--- config.mk ---
export PLATFORM = sky130hd
export DESIGN_NAME = rel_fifo_push_arbiter
export DESIGN_NICKNAME = d
export VERILOG_FILES = /design/src/rtl/rel_arb_pkg.sv /design/src/rtl/rel_fifo_push_arbiter_tmr_part.sv /design/src/rtl/rel_fifo_push_arbiter.sv
export SDC_FILE = /design/constraint.sdc
export NUM_CORES = 1
export LEC_CHECK = 0
export BUFFER_PORTS_ARGS = -buffer_cell sky130_fd_sc_hd__buf_2
export CORE_UTILIZATION = 55
export DETAILED_ROUTE_END_ITERATION = 16
export PLACE_DENSITY = 0.94
export SLEW_MARGIN = 25
export SYNTH_ARGS = -nofsm -noshare
export SYNTH_HDL_FRONTEND = slang
export SYNTH_HIERARCHICAL = 1
export SYNTH_SLANG_ARGS = --single-unit
--- constraint.sdc ---
create_clock -name clk_i -period 6.2 [get_ports clk_i]
set_clock_uncertainty 0.05 [all_clocks]
set_input_delay 0 -clock clk_i [delete_from_list [all_inputs] [get_ports clk_i]]
set_output_delay 0 -clock clk_i [all_outputs]
set_load 0.02 [all_outputs]
--- src/rtl/rel_arb_pkg.sv ---
// rel_arb_pkg: shared state type and round-robin pick helper for the rel_fifo push arbiter
package rel_arb_pkg;
  localparam int unsigned MaxReq = 32;
  localparam int unsigned MaxIdxWidth = 5;
  typedef logic [MaxIdxWidth-1:0] idx_t;
  typedef struct packed {
    logic lock;
    idx_t ptr;
    idx_t idx;
  } arb_state_t;
  typedef struct packed {
    logic found;
    idx_t idx;
  } pick_t;
  function automatic int unsigned idx_width(input int unsigned n);
    return (n > 1) ? $clog2(n) : 1;
  endfunction
  function automatic pick_t rr_pick(input logic [MaxReq-1:0] valid, input idx_t ptr,
                                    input int unsigned n);
    pick_t p;
    int unsigned j;
    p = '{found: 1'b0, idx: ptr};
    for (int unsigned i = 0; i < MaxReq; i++) begin
      j = 32'(ptr) + i;
      if (j >= n) j = j - n;
      if (i < n && !p.found && valid[j[MaxIdxWidth-1:0]]) begin
        p.found = 1'b1;
        p.idx = j[MaxIdxWidth-1:0];
      end
    end
    return p;
  endfunction
  function automatic idx_t wrap_inc(input idx_t k, input int unsigned n);
    return (32'(k) == n - 1) ? '0 : k + idx_t'(1);
  endfunction
endpackage

--- src/rtl/rel_fifo_push_arbiter_tmr_part.sv ---
// rel_fifo_push_arbiter_tmr_part: one redundant copy of the arbitration state, fed by the voted state
module rel_fifo_push_arbiter_tmr_part
  import rel_arb_pkg::*;
#(
  parameter int unsigned NumReq    = 4,
  parameter bit          LockGrant = 1'b1
) (
  input  logic              clk_i,
  input  logic              rst_ni,
  input  logic              flush_i,
  input  logic              full_i,
  input  logic [NumReq-1:0] valid_i,
  input  arb_state_t        voted_i,
  output arb_state_t        state_o,
  output idx_t              gnt_o,
  output logic              push_o
);
  arb_state_t state_d, state_q;
  pick_t pick;
  logic [MaxReq-1:0] valid_ext;
  logic gnt_valid;
  always_comb begin
    valid_ext = MaxReq'(valid_i);
    pick = voted_i.lock ? '{found: 1'b1, idx: voted_i.idx} : rr_pick(valid_ext, voted_i.ptr, NumReq);
    gnt_valid = pick.found && valid_ext[pick.idx];
    push_o = rst_ni && gnt_valid && !full_i && !flush_i;
    state_d = voted_i;
    if (flush_i) state_d = '0;
    else if (push_o) state_d = '{lock: 1'b0, ptr: wrap_inc(pick.idx, NumReq), idx: pick.idx};
    else if (LockGrant && gnt_valid && full_i) state_d = '{lock: 1'b1, ptr: voted_i.ptr, idx: pick.idx};
    else if (voted_i.lock && !gnt_valid) state_d.lock = 1'b0;
  end
  always_ff @(posedge clk_i or negedge rst_ni) begin
    if (!rst_ni) state_q <= '0;
    else state_q <= state_d;
  end
  assign state_o = state_q;
  assign gnt_o = pick.idx;
endmodule

--- src/rtl/rel_fifo_push_arbiter.sv ---
// rel_fifo_push_arbiter: round-robin push-port arbiter with triplicated, majority-voted state
module rel_fifo_push_arbiter
  import rel_arb_pkg::*;
#(
  parameter int unsigned NumReq    = 4,
  parameter int unsigned DataWidth = 32,
  parameter bit          TmrStatus = 1'b0,
  parameter bit          LockGrant = 1'b1,
  localparam int unsigned IdxWidth = idx_width(NumReq),
  localparam int unsigned HsWidth  = TmrStatus ? 3 : 1
) (
  input  logic                             clk_i,
  input  logic                             rst_ni,
  input  logic [HsWidth-1:0]               flush_i,
  input  logic [NumReq-1:0]                req_valid_i,
  output logic [NumReq-1:0]                req_ready_o,
  input  logic [NumReq-1:0][DataWidth-1:0] req_data_i,
  input  logic [HsWidth-1:0]               fifo_full_i,
  output logic [HsWidth-1:0]               fifo_push_o,
  output logic [DataWidth-1:0]             fifo_data_o,
  output logic [HsWidth-1:0]               fifo_flush_o,
  output logic [IdxWidth-1:0]              gnt_idx_o,
  output logic                             fault_o
);
  arb_state_t state [3];
  idx_t gnt [3];
  logic [2:0] push;
  arb_state_t voted;
  logic voted_push;
  logic [IdxWidth-1:0] ga, gb, gc;
  logic [MaxReq-1:0] valid_ext;
  for (genvar i = 0; i < 3; i++) begin : g_part
    (* no_ungroup *)
    rel_fifo_push_arbiter_tmr_part #(
      .NumReq   (NumReq),
      .LockGrant(LockGrant)
    ) u_part (
      .clk_i  (clk_i),
      .rst_ni (rst_ni),
      .flush_i(flush_i[TmrStatus ? i : 0]),
      .full_i (fifo_full_i[TmrStatus ? i : 0]),
      .valid_i(req_valid_i),
      .voted_i(voted),
      .state_o(state[i]),
      .gnt_o  (gnt[i]),
      .push_o (push[i])
    );
  end
  always_comb begin
    voted = (state[0] & state[1]) | (state[0] & state[2]) | (state[1] & state[2]);
    voted_push = (push[0] & push[1]) | (push[0] & push[2]) | (push[1] & push[2]);
    ga = gnt[0][IdxWidth-1:0];
    gb = gnt[1][IdxWidth-1:0];
    gc = gnt[2][IdxWidth-1:0];
    gnt_idx_o = (ga & gb) | (ga & gc) | (gb & gc);
    fault_o = |(state[0] ^ state[1]) || |(state[0] ^ state[2]) ||
              |(gnt[0] ^ gnt[1]) || |(gnt[0] ^ gnt[2]) ||
              (push[0] != push[1]) || (push[0] != push[2]);
    fifo_data_o = req_data_i[gnt_idx_o];
    req_ready_o = '0;
    req_ready_o[gnt_idx_o] = voted_push;
    valid_ext = MaxReq'(req_valid_i);
  end
  if (TmrStatus) begin : g_push_tmr
    assign fifo_push_o = push;
  end else begin : g_push_single
    assign fifo_push_o = voted_push;
  end
  assign fifo_flush_o = flush_i;
  // A locked requester must hold valid until its push completes
  a_lock_holds_valid: assert property (@(posedge clk_i) disable iff (!rst_ni)
    voted.lock |-> valid_ext[voted.idx]);
endmodule

* Word-level counts from Yosys, hierarchy flattened
Index checks and enable logic that the tools add are counted.
Widths: inputs -> output; s select.
** Storage, ports and cells
- Input bits :: 136
- Word-level logic and storage cells :: 81
- Output and inout bits :: 41
- Bits in registers :: 11
** Cells by class
- Mux-type cells :: 29
- Equality and inequality tests :: 1
- Bitwise logic cells :: 9
- Add/subtract/negate cells :: 8
- Order comparisons :: 11
- Reductions and logical operators :: 20
** Operators by type and width (number)
- $bmux 32 s2 :: 1
- $mux 32 :: 1
- $lt 5x6->1 const B :: 5
- $mux 5 :: 6
- $mux 6 :: 5
- $bmux 1 s5 :: 5
- $mux 11 :: 2
- $or 11x11->11 :: 2
- $sub 5x3->5 const B :: 4
- $ge 6x3->1 const B :: 3
- $add 5x2->6 const B :: 2
- $and 11x11->11 :: 1
- $reduce_or 11->1 :: 1
- $xor 11x11->11 :: 1
- $logic_and 1x1->1 :: 10
- $mux 1 :: 8
- $add 5x1->6 const B :: 1
- $logic_not 1->1 :: 6
- $add 5x1->5 const B :: 1
- $eq 5x2->1 const B :: 1
- $ge 5x3->1 const B :: 1
- $reduce_or 5->1 :: 1
- $xor 5x5->5 :: 1
- $and 4x4->4 :: 1
- other kinds (6) :: 8

* Depth between registers and ports, before layout
Gate-level depths: netlist of run 1.
- Depth in word-level cells :: 27
- Depth in mapped cells :: 22
- Gate-level depth less buffers :: 20

* Modules after synthesis
Netlist of run 1, hierarchy kept.
** Modules (own cells, without submodules)
- rel_fifo_push_arbiter_tmr_part (g_part[1].u_part ...) :: area each 1601.5 um^2, instances 2, cells each 185, seq. area each 275.3 um^2
- rel_fifo_push_arbiter :: area each 1514.0 um^2, instances 1, cells each 106, seq. area each 0.0 um^2
- rel_fifo_push_arbiter_tmr_part (g_part[0].u_part) :: area each 1395.1 um^2, instances 1, cells each 155, seq. area each 275.3 um^2

* Worst setup path before layout of run 1
OpenSTA, ideal clock, no wires.
- Path type :: reg-to-output
- From :: register g_part[2].u_part.state_q (netlist bit g_part[2].u_part/state_o[6])
- To :: output fault_o
- Path slack :: 0.776 ns
- Required time :: 6.150 ns
- Arrival :: 5.374 ns
- Cell stages (with the launch flop) :: 22
- Buffers on the path :: 2
- Path through :: dfrtp_1 -> ha_1 -> a211o_1 -> ha_1 -> buf_2 -> a21oi_1 -> xnor2_1 -> ha_1 -> and2_1 -> o31ai_2 -> o211ai_1 -> or3_1 -> and4_1 -> buf_6 -> or4_4 -> a2111oi_2 -> nor2_1 -> inv_1 -> ha_1 -> nor4_1 -> nand3_1 -> or4_1
** RTL lines
- start: declaration :: RTL line rel_fifo_push_arbiter_tmr_part.sv:18 : arb_state_t state_d, state_q;
- start signal: assignment :: RTL line rel_fifo_push_arbiter_tmr_part.sv:35 : else state_q <= state_d;
- end: declaration :: RTL line rel_fifo_push_arbiter.sv:23 : output logic fault_o

==> impl_metrics.xml, run 1 <==
<?xml version="1.0" encoding="UTF-8"?>
<metrics>
  <group name="sta">
    <metric name="hold_viol" unit="">0</metric>
    <metric name="fin_crit_sh" unit="%">94.8</metric>
    <metric name="achievable-frequency" unit="MHz">170</metric>
    <metric name="max-slew-margin-rel" unit="%">39.5</metric>
    <metric name="worst_hold_slack" unit="ps">148</metric>
    <metric name="rsz0062_at_grt" unit="">false</metric>
    <metric name="fin_crit" unit="ps">5880</metric>
    <metric name="count_of_final_max_slew_check_failures" unit="">0</metric>
    <metric name="setup-tns-final" unit="ps">0</metric>
    <metric name="timing_worst_slew_pin_value" unit="ps">908</metric>
    <metric name="final-setup-viol-count" unit="">0</metric>
  </group>
  <group name="clocking">
    <metric name="numCtsBuffers" unit="">5</metric>
    <metric name="insertion_delay" unit="ps">290</metric>
    <metric name="cts.sinks" unit="">33</metric>
    <metric name="tritoncts_clock_tree" unit="">done</metric>
    <metric name="cts.path.max_buffers" unit="">2</metric>
    <metric name="clk_transition_reported_paths" unit="ps">70</metric>
    <metric name="htree_num_levels" unit="">2</metric>
    <metric name="clockRootBuffer" unit="">sky130_fd_sc_hd__clkbuf_8</metric>
  </group>
  <group name="yosys">
    <metric name="top_post_synthesis_cells_by_area" unit="">sky130_fd_sc_hd__ha_1 15%, sky130_fd_sc_hd__mux4_1 14%, sky130_fd_sc_hd__dfrtp_1 14%, sky130_fd_sc_hd__xnor2_1 3.3%, sky130_fd_sc_hd__mux2i_1 3.3%</metric>
    <metric name="postSynth.topFlopCell" unit="">sky130_fd_sc_hd__dfrtp_1</metric>
    <metric name="netlist_instances" unit="">631</metric>
    <metric name="synth_enable_flop_cells" unit="">0</metric>
    <metric name="yosys.cell_types.count" unit="">85</metric>
    <metric name="async_reset_ff_share" unit="%">100</metric>
    <metric name="synth_seq_area_share" unit="%">13.5</metric>
    <metric name="synth_fp_nets" unit="">840</metric>
    <metric name="synth_area" unit="mm²">0.00611</metric>
    <metric name="synth_top_area_cell" unit="">sky130_fd_sc_hd__ha_1</metric>
    <metric name="synth_seq_cells" unit="">33</metric>
    <metric name="ys.warnings.count" unit="">6</metric>
    <metric name="syn_area_per_cell" unit="µm²">9.69</metric>
    <metric name="synth.top_cell.area_share" unit="%">14.9</metric>
  </group>
  <group name="drt">
    <metric name="drt_pre_antenna_iters" unit="">5</metric>
    <metric name="drcViolationCount" unit="">0</metric>
    <metric name="dr.first_iter.drc_count" unit="">739</metric>
    <metric name="overall_routed_net_length" unit="mm">20.4</metric>
    <metric name="route.vias.total" unit="">6351</metric>
    <metric name="routed_wire_length_per_instance" unit="µm">21.5</metric>
    <metric name="drt-vias-per-instance" unit="">6.71</metric>
    <metric name="ant_nets" unit="">0</metric>
  </group>
  <group name="grt">
    <metric name="grt_first_pass_wirelength" unit="mm">30.9</metric>
    <metric name="antenna_found_initial" unit="">3</metric>
    <metric name="global_router_s_overall_resource_usage" unit="%">34.5</metric>
    <metric name="gr-total-overflow" unit="">0</metric>
    <metric name="maximum_number_of_pins_on_one_net_before_global_route_repair" unit="">44</metric>
    <metric name="first_global_vias" unit="">5987</metric>
  </group>
  <group name="die">
    <metric name="die_h" unit="µm">107</metric>
    <metric name="ios" unit="">177</metric>
    <metric name="die_width" unit="µm">107</metric>
    <metric name="fp.dieArea" unit="mm²">0.0115</metric>
    <metric name="core_region_area" unit="mm²">0.0108</metric>
    <metric name="floorplan.initialDensity" unit="%">56.4</metric>
    <metric name="placementRows" unit="">38</metric>
  </group>
  <group name="power">
    <metric name="static-leakage-power" unit="nW">3.62</metric>
    <metric name="max-vdd-ir-drop" unit="mV">0.0912</metric>
    <metric name="power_per_cell_area" unit="mW/mm²">116</metric>
  </group>
  <group name="cells_and_area">
    <metric name="layout.core_utilization" unit="%">67.0</metric>
    <metric name="nets" unit="">1013</metric>
    <metric name="area.sequential" unit="µm²">826</metric>
    <metric name="synthToLayoutAreaGrowth" unit="%">18.8</metric>
    <metric name="mostFrequentLayoutCells" unit="">176 x sky130_fd_sc_hd__buf_2, 70 x sky130_fd_sc_hd__ha_1, 48 x sky130_fd_sc_hd__nand2_1, 35 x sky130_fd_sc_hd__inv_1</metric>
    <metric name="multiInputGateArea" unit="mm²">0.00497</metric>
    <metric name="layout.cell_area.non_filler" unit="mm²">0.00726</metric>
    <metric name="max_ffs_per_register" unit="">33</metric>
    <metric name="final_layout_size_suffix_gt1_share" unit="%">32.8</metric>
    <metric name="stdcell_count" unit="">947</metric>
    <metric name="final_common_cell" unit="">sky130_fd_sc_hd__buf_2</metric>
    <metric name="layout.filler_cells" unit="">818</metric>
  </group>
  <group name="worst_setup_path">
    <metric name="crit_cells" unit="">21</metric>
    <metric name="cp_cell_sequence" unit="">ha_1 -&gt; a211o_2 -&gt; inv_1 -&gt; ha_2 -&gt; xnor2_1 -&gt; inv_1 -&gt; ha_1 -&gt; and3b_1 -&gt; o31ai_2 -&gt; o211ai_1 -&gt; or3_1 -&gt; and4_1 -&gt; or4_4 -&gt; a2111oi_2 -&gt; nor2_1 -&gt; inv_1 -&gt; ha_1 -&gt; nor4_1 -&gt; nand3_1 -&gt; or4_1 -&gt; buf_2</metric>
    <metric name="critPathLaunch" unit="">g_part[2].u_part/state_o[5]</metric>
    <metric name="worst-r2r-setup-slack" unit="ps">1260</metric>
    <metric name="reg2regPathDepth" unit="">19</metric>
    <metric name="timing.critical_path.fanout_max" unit="">15</metric>
    <metric name="critPathCapture" unit="">fault_o</metric>
    <metric name="path_class" unit="">reg -&gt; out</metric>
    <metric name="crit_path_max_incr_delay" unit="ps">570</metric>
    <metric name="dominant_delay_contributor_by_cell_family_on_the_critical_path" unit="">simple AND/OR/NAND/NOR gates</metric>
    <metric name="timing.critical_path.to_type" unit="">primary output</metric>
    <metric name="cp.required" unit="ps">6150</metric>
    <metric name="crit_slowest_cell" unit="">sky130_fd_sc_hd__or4_1</metric>
    <metric name="worst_setup_path_start_kind" unit="">register</metric>
    <metric name="rr_startpoint" unit="">g_part[2].u_part/state_o[5]</metric>
    <metric name="crit_arrival" unit="ps">5830</metric>
    <metric name="timing.rr.end" unit="">g_part[1].u_part/state_o[5]</metric>
    <metric name="timing.critical_path.buf_inv" unit="">4</metric>
  </group>
  <group name="flow_run">
    <metric name="count_of_max_cap_constraint_violations" unit="">0</metric>
  </group>
  <group name="placement">
    <metric name="portBuffers" unit="">176</metric>
    <metric name="gpl.final_weighted_congestion" unit="">1.01</metric>
    <metric name="place.detailed.hpwl" unit="mm">15.8</metric>
    <metric name="placedInstanceArea" unit="mm²">0.00706</metric>
    <metric name="dp.cells" unit="">931</metric>
  </group>
  <group name="hold_path">
    <metric name="type_of_the_worst_min_delay_path" unit="">in -&gt; reg</metric>
  </group>
  <group name="outcome">
    <metric name="status" unit="">completed</metric>
  </group>
</metrics>
-- synthesized netlist by cell type (8+ instances only) --
master                      n
sky130_fd_sc_hd__and3_1     8
sky130_fd_sc_hd__and2_1     9
sky130_fd_sc_hd__mux4_1    33
sky130_fd_sc_hd__xnor2_1   23
sky130_fd_sc_hd__nand3_1    9
sky130_fd_sc_hd__ha_1      73
sky130_fd_sc_hd__nand2_1   48
sky130_fd_sc_hd__nor2_1    31
sky130_fd_sc_hd__a21oi_1   25
sky130_fd_sc_hd__buf_2     12
sky130_fd_sc_hd__mux2i_1   20
sky130_fd_sc_hd__a211oi_1   8
sky130_fd_sc_hd__nor3_1    22
sky130_fd_sc_hd__o21ai_0   17
sky130_fd_sc_hd__dfrtp_1   33
sky130_fd_sc_hd__nand2b_1   8
sky130_fd_sc_hd__nor4_1    12
sky130_fd_sc_hd__buf_6      8
sky130_fd_sc_hd__a211o_1   16
sky130_fd_sc_hd__inv_1     36
sky130_fd_sc_hd__o21bai_1  11
-- routing by layer --
metal,wire (µm),GRT usage (%),vias up
met5,0,0,-
met4,966,17.0,0
met3,2280,6.90,80
met2,10000,60.6,429
met1,7110,39.9,2999
li1,-,-,2843
-- through the flow --
stage	worst slack, ps	total power [W]
floorplan	776	0.000517
global placement	646	0.000656
finish	321	0.000840
detailed placement	426	0.000665
global route	15.5	0.000876
CTS	92.8	0.000822
-- cell families after synthesis --
kind of cell | synth area share, %
AOI/OAI and AO/OA | 23.5
xor gates and xnor gates | 4.61
adders and majority gates | 14.9
buffers and inverters | 6.08
DFF | 13.5
muxes | 21.0
and+or+nand+nor | 16.3
-- worst reg2reg max path: cells and delay by family (launching register included) --
family | cells | cell delay [ps]
and+or+nand+nor | 5 | 970
buffers and inverters | 2 | 250
AOI/OAI and AO/OA | 7 | 1930
adders and majority gates | 4 | 950
DFF | 1 | 380
xor gates and xnor gates | 1 | 280
-- repair_timing --
action / in CTS / in global routing
resized for setup: 0 / 17
endpoints found under the hold margin: 33 / 0
endpoints found under the setup margin: 0 / 33
setup buffers: 0 / 5
hold buffers: 1 / 0
-- report_power, final --
part | internal, W | switching [W] | total (W)
combinational | 0.000202 | 0.000255 | 0.000457
sequential | 0.000220 | 0.00000317 | 0.000223
clock | 0.0000774 | 0.0000827 | 0.000160
-- area by class of cell --
class	instances	share of cell area, %
diodes	2	0.0689
clock buffers	5	0.948
clock inverters	3	0.241
inverters	42	2.17
multi-input cells	527	68.5
flip-flops and latches	33	11.4
well taps	140	2.41
repair buffers	195	14.3
-- how the worst min path moves through the flow --
| stage | to | slack (ps) | cells past startpoint | from |
|---|---|---|---|---|
| final | g_part[0].u_part/state_o[9] | 150 | 2 | flush_i |
| after floorplan | g_part[0].u_part/state_o[0] | -350 | 0 | rst_ni |
| after detailed placement | g_part[0].u_part/state_o[2] | 110 | 1 | rst_ni |
| after CTS | g_part[0].u_part/state_o[9] | 130 | 2 | flush_i |
| after global placement | g_part[0].u_part/state_o[2] | 110 | 1 | rst_ni |
| after global routing | g_part[0].u_part/state_o[9] | 160 | 2 | flush_i |
Power figures use the tool's default switching activity.
==> inputs of run 2 (changes only) <==
--- a/constraint.sdc
+++ b/constraint.sdc
@@ -3,3 +3,3 @@
 set_input_delay 0 -clock clk_i [delete_from_list [all_inputs] [get_ports clk_i]]
 set_output_delay 0 -clock clk_i [all_outputs]
-set_load 0.02 [all_outputs]
+set_load 0.01 [all_outputs]
==> run 2 against run 1 <==
- non-clock buffer count shrank 7
- fmax shrank 1.8%
- sequential share of layout area is essentially flat
- worst hold slack lost 43 ps
- setup slack lost 110 ps
- final cell count shrank 0.21%
- routed wire length grew 3.8%
- critical path type unchanged
- global-route usage grew 1.5 points
==> impl_metrics.xml, run 2 (same netlist as run 1, synthesis figures left out) <==
<?xml version="1.0" encoding="UTF-8"?>
<metrics>
  <group name="outcome">
    <metric name="status" unit="">completed</metric>
  </group>
  <group name="drt">
    <metric name="drcViolationCount" unit="">0</metric>
    <metric name="overall_routed_net_length" unit="mm">21.1</metric>
    <metric name="route.vias.total" unit="">6436</metric>
    <metric name="drt-vias-per-instance" unit="">6.81</metric>
    <metric name="ant_nets" unit="">0</metric>
    <metric name="routed_wire_length_per_instance" unit="µm">22.4</metric>
    <metric name="drt_pre_antenna_iters" unit="">5</metric>
    <metric name="dr.first_iter.drc_count" unit="">663</metric>
  </group>
  <group name="sta">
    <metric name="fin_crit_sh" unit="%">96.6</metric>
    <metric name="count_of_final_max_slew_check_failures" unit="">0</metric>
    <metric name="final-setup-viol-count" unit="">0</metric>
    <metric name="setup-tns-final" unit="ps">0</metric>
    <metric name="rsz0062_at_grt" unit="">false</metric>
    <metric name="fin_crit" unit="ps">5990</metric>
    <metric name="timing_worst_slew_pin_value" unit="ps">951</metric>
    <metric name="achievable-frequency" unit="MHz">167</metric>
    <metric name="max-slew-margin-rel" unit="%">36.6</metric>
    <metric name="hold_viol" unit="">0</metric>
    <metric name="final_critical_path_setup_slack" unit="ps">212</metric>
  </group>
  <group name="worst_setup_path">
    <metric name="cp_cell_sequence" unit="">ha_1 -&gt; a211o_1 -&gt; buf_4 -&gt; ha_1 -&gt; a21oi_1 -&gt; xnor2_1 -&gt; ha_1 -&gt; xnor2_1 -&gt; nor4b_1 -&gt; o31ai_1 -&gt; o22ai_2 -&gt; a21o_2 -&gt; mux2i_4 -&gt; o221ai_2 -&gt; o2111a_2 -&gt; ha_1 -&gt; nor4_1 -&gt; nand3_1 -&gt; or4_1 -&gt; buf_2</metric>
    <metric name="crit_path_frequent_cell" unit="">sky130_fd_sc_hd__ha_1</metric>
    <metric name="crit_arrival" unit="ps">5940</metric>
    <metric name="crit_path_max_incr_delay" unit="ps">570</metric>
    <metric name="timing.critical_path.to_type" unit="">primary output</metric>
    <metric name="worst-r2r-setup-slack" unit="ps">1100</metric>
    <metric name="cp.required" unit="ps">6150</metric>
    <metric name="timing.critical_path.fanout_max" unit="">30</metric>
    <metric name="crit_cells" unit="">20</metric>
    <metric name="path_class" unit="">reg -&gt; out</metric>
    <metric name="reg2regPathDepth" unit="">21</metric>
    <metric name="crit_slowest_cell" unit="">sky130_fd_sc_hd__or4_1</metric>
    <metric name="worst_setup_path_start_kind" unit="">register</metric>
    <metric name="timing.critical_path.buf_inv" unit="">2</metric>
    <metric name="dominant_delay_contributor_by_cell_family_on_the_critical_path" unit="">compound AO/OA/AOI/OAI gates</metric>
  </group>
  <group name="clocking">
    <metric name="cts.sinks" unit="">33</metric>
    <metric name="insertion_delay" unit="ps">300</metric>
    <metric name="clockRootBuffer" unit="">sky130_fd_sc_hd__clkbuf_8</metric>
    <metric name="tritoncts_clock_tree" unit="">done</metric>
    <metric name="clk_transition_reported_paths" unit="ps">80</metric>
    <metric name="numCtsBuffers" unit="">5</metric>
    <metric name="cts.path.max_buffers" unit="">2</metric>
    <metric name="htree_num_levels" unit="">2</metric>
  </group>
  <group name="placement">
    <metric name="placedInstanceArea" unit="mm²">0.00704</metric>
    <metric name="dp.cells" unit="">928</metric>
    <metric name="place.detailed.hpwl" unit="mm">15.9</metric>
    <metric name="portBuffers" unit="">176</metric>
    <metric name="gpl.final_weighted_congestion" unit="">0.972</metric>
    <metric name="post-place-ws" unit="ps">510</metric>
  </group>
  <group name="die">
    <metric name="die_width" unit="µm">107</metric>
    <metric name="floorplan.initialDensity" unit="%">56.4</metric>
    <metric name="ios" unit="">177</metric>
    <metric name="fp.dieArea" unit="mm²">0.0115</metric>
    <metric name="die_h" unit="µm">107</metric>
    <metric name="core_region_area" unit="mm²">0.0108</metric>
    <metric name="placementRows" unit="">38</metric>
  </group>
  <group name="hold_path">
    <metric name="type_of_the_worst_min_delay_path" unit="">in -&gt; reg</metric>
    <metric name="worstHoldPathCells" unit="">2</metric>
  </group>
  <group name="cells_and_area">
    <metric name="mostFrequentLayoutCells" unit="">176 x sky130_fd_sc_hd__buf_2, 72 x sky130_fd_sc_hd__ha_1, 48 x sky130_fd_sc_hd__nand2_1, 36 x sky130_fd_sc_hd__inv_1</metric>
    <metric name="layout.cell_area.non_filler" unit="mm²">0.00724</metric>
    <metric name="synthToLayoutAreaGrowth" unit="%">18.5</metric>
    <metric name="layout.filler_cells" unit="">859</metric>
    <metric name="nets" unit="">1006</metric>
    <metric name="stdcell_count" unit="">945</metric>
    <metric name="final_common_cell" unit="">sky130_fd_sc_hd__buf_2</metric>
    <metric name="max_ffs_per_register" unit="">33</metric>
    <metric name="final_layout_size_suffix_gt1_share" unit="%">31.6</metric>
  </group>
  <group name="grt">
    <metric name="gr-total-overflow" unit="">0</metric>
    <metric name="grt_first_pass_wirelength" unit="mm">31.6</metric>
    <metric name="antenna_found_initial" unit="">7</metric>
    <metric name="first_global_vias" unit="">5981</metric>
    <metric name="maximum_number_of_pins_on_one_net_before_global_route_repair" unit="">44</metric>
    <metric name="global_router_s_overall_resource_usage" unit="%">36.0</metric>
  </group>
  <group name="power">
    <metric name="power_per_cell_area" unit="mW/mm²">118</metric>
    <metric name="static-leakage-power" unit="nW">3.60</metric>
    <metric name="max-vdd-ir-drop" unit="mV">0.0821</metric>
    <metric name="design_power_total" unit="W">0.000856</metric>
  </group>
  <group name="flow_run">
    <metric name="count_of_max_cap_constraint_violations" unit="">0</metric>
  </group>
</metrics>
==> run 2: changes by cell type in the layout (fill, tap and decap cells not counted), sizes merged <==
cell,change
bufinv,+1
diode,+5
buf,-7
clkinv,-1
==> run 2: worst paths after layout <==
kind,to,from
worst max-delay path,fault_o,g_part[2].u_part/state_o[7]
worst min-delay path,g_part[0].u_part/state_o[7],flush_i
worst max register to register,g_part[1].u_part/state_o[5],g_part[2].u_part/state_o[6]
worst min register to register,g_part[0].u_part/state_o[0],g_part[2].u_part/state_o[0]
max in group asynchronous,g_part[2].u_part/state_o[9],rst_ni
min in group asynchronous,g_part[2].u_part/state_o[4],rst_ni
==> run 2: layout make-up <==
class / instances / area, µm² / share of cell area (%)
diodes: 7 / 17.5 / 0.242
clock buffers: 5 / 68.8 / 0.950
clock inverters: 3 / 46.3 / 0.639
inverters: 42 / 160 / 2.21
multi-input cells: 527 / 4960 / 68.5
flip-flops and latches: 33 / 826 / 11.4
well taps: 140 / 175 / 2.42
repair buffers: 188 / 990 / 13.7
==> run 2: timing repair <==
item | 4_1_cts | 5_1_grt
setup endpoints to repair | 0 | 35
hold buffers | 1 | 0
resized for setup | 0 | 14
hold endpoints to repair | 33 | 0
buffers inserted | 0 | 1
==> run 2: metrics by stage <==
step	hold WS (ps)	utilization, %
final	106	66.8
after global routing	130	66.8
after CTS	92.7	66.1
after detailed placement	124	65.0
after global placement	107	65.0
after floorplan	-346	-
==> run 2: report_power, final <==
group	internal (W)	switching [W]	total, W
Clock	0.000120	0.0000947	0.000215
Combinational	0.000197	0.000221	0.000418
Sequential	0.000219	0.00000331	0.000223
==> run 2: layer usage <==
layer  wire (µm)  track usage [%]  vias to the layer above
li1            -                -                     2837
met1        7420             41.1                     3039
met2       10300             62.9                      460
met3        2280             7.75                      100
met4        1120             18.9                        0
met5           0                0                        -
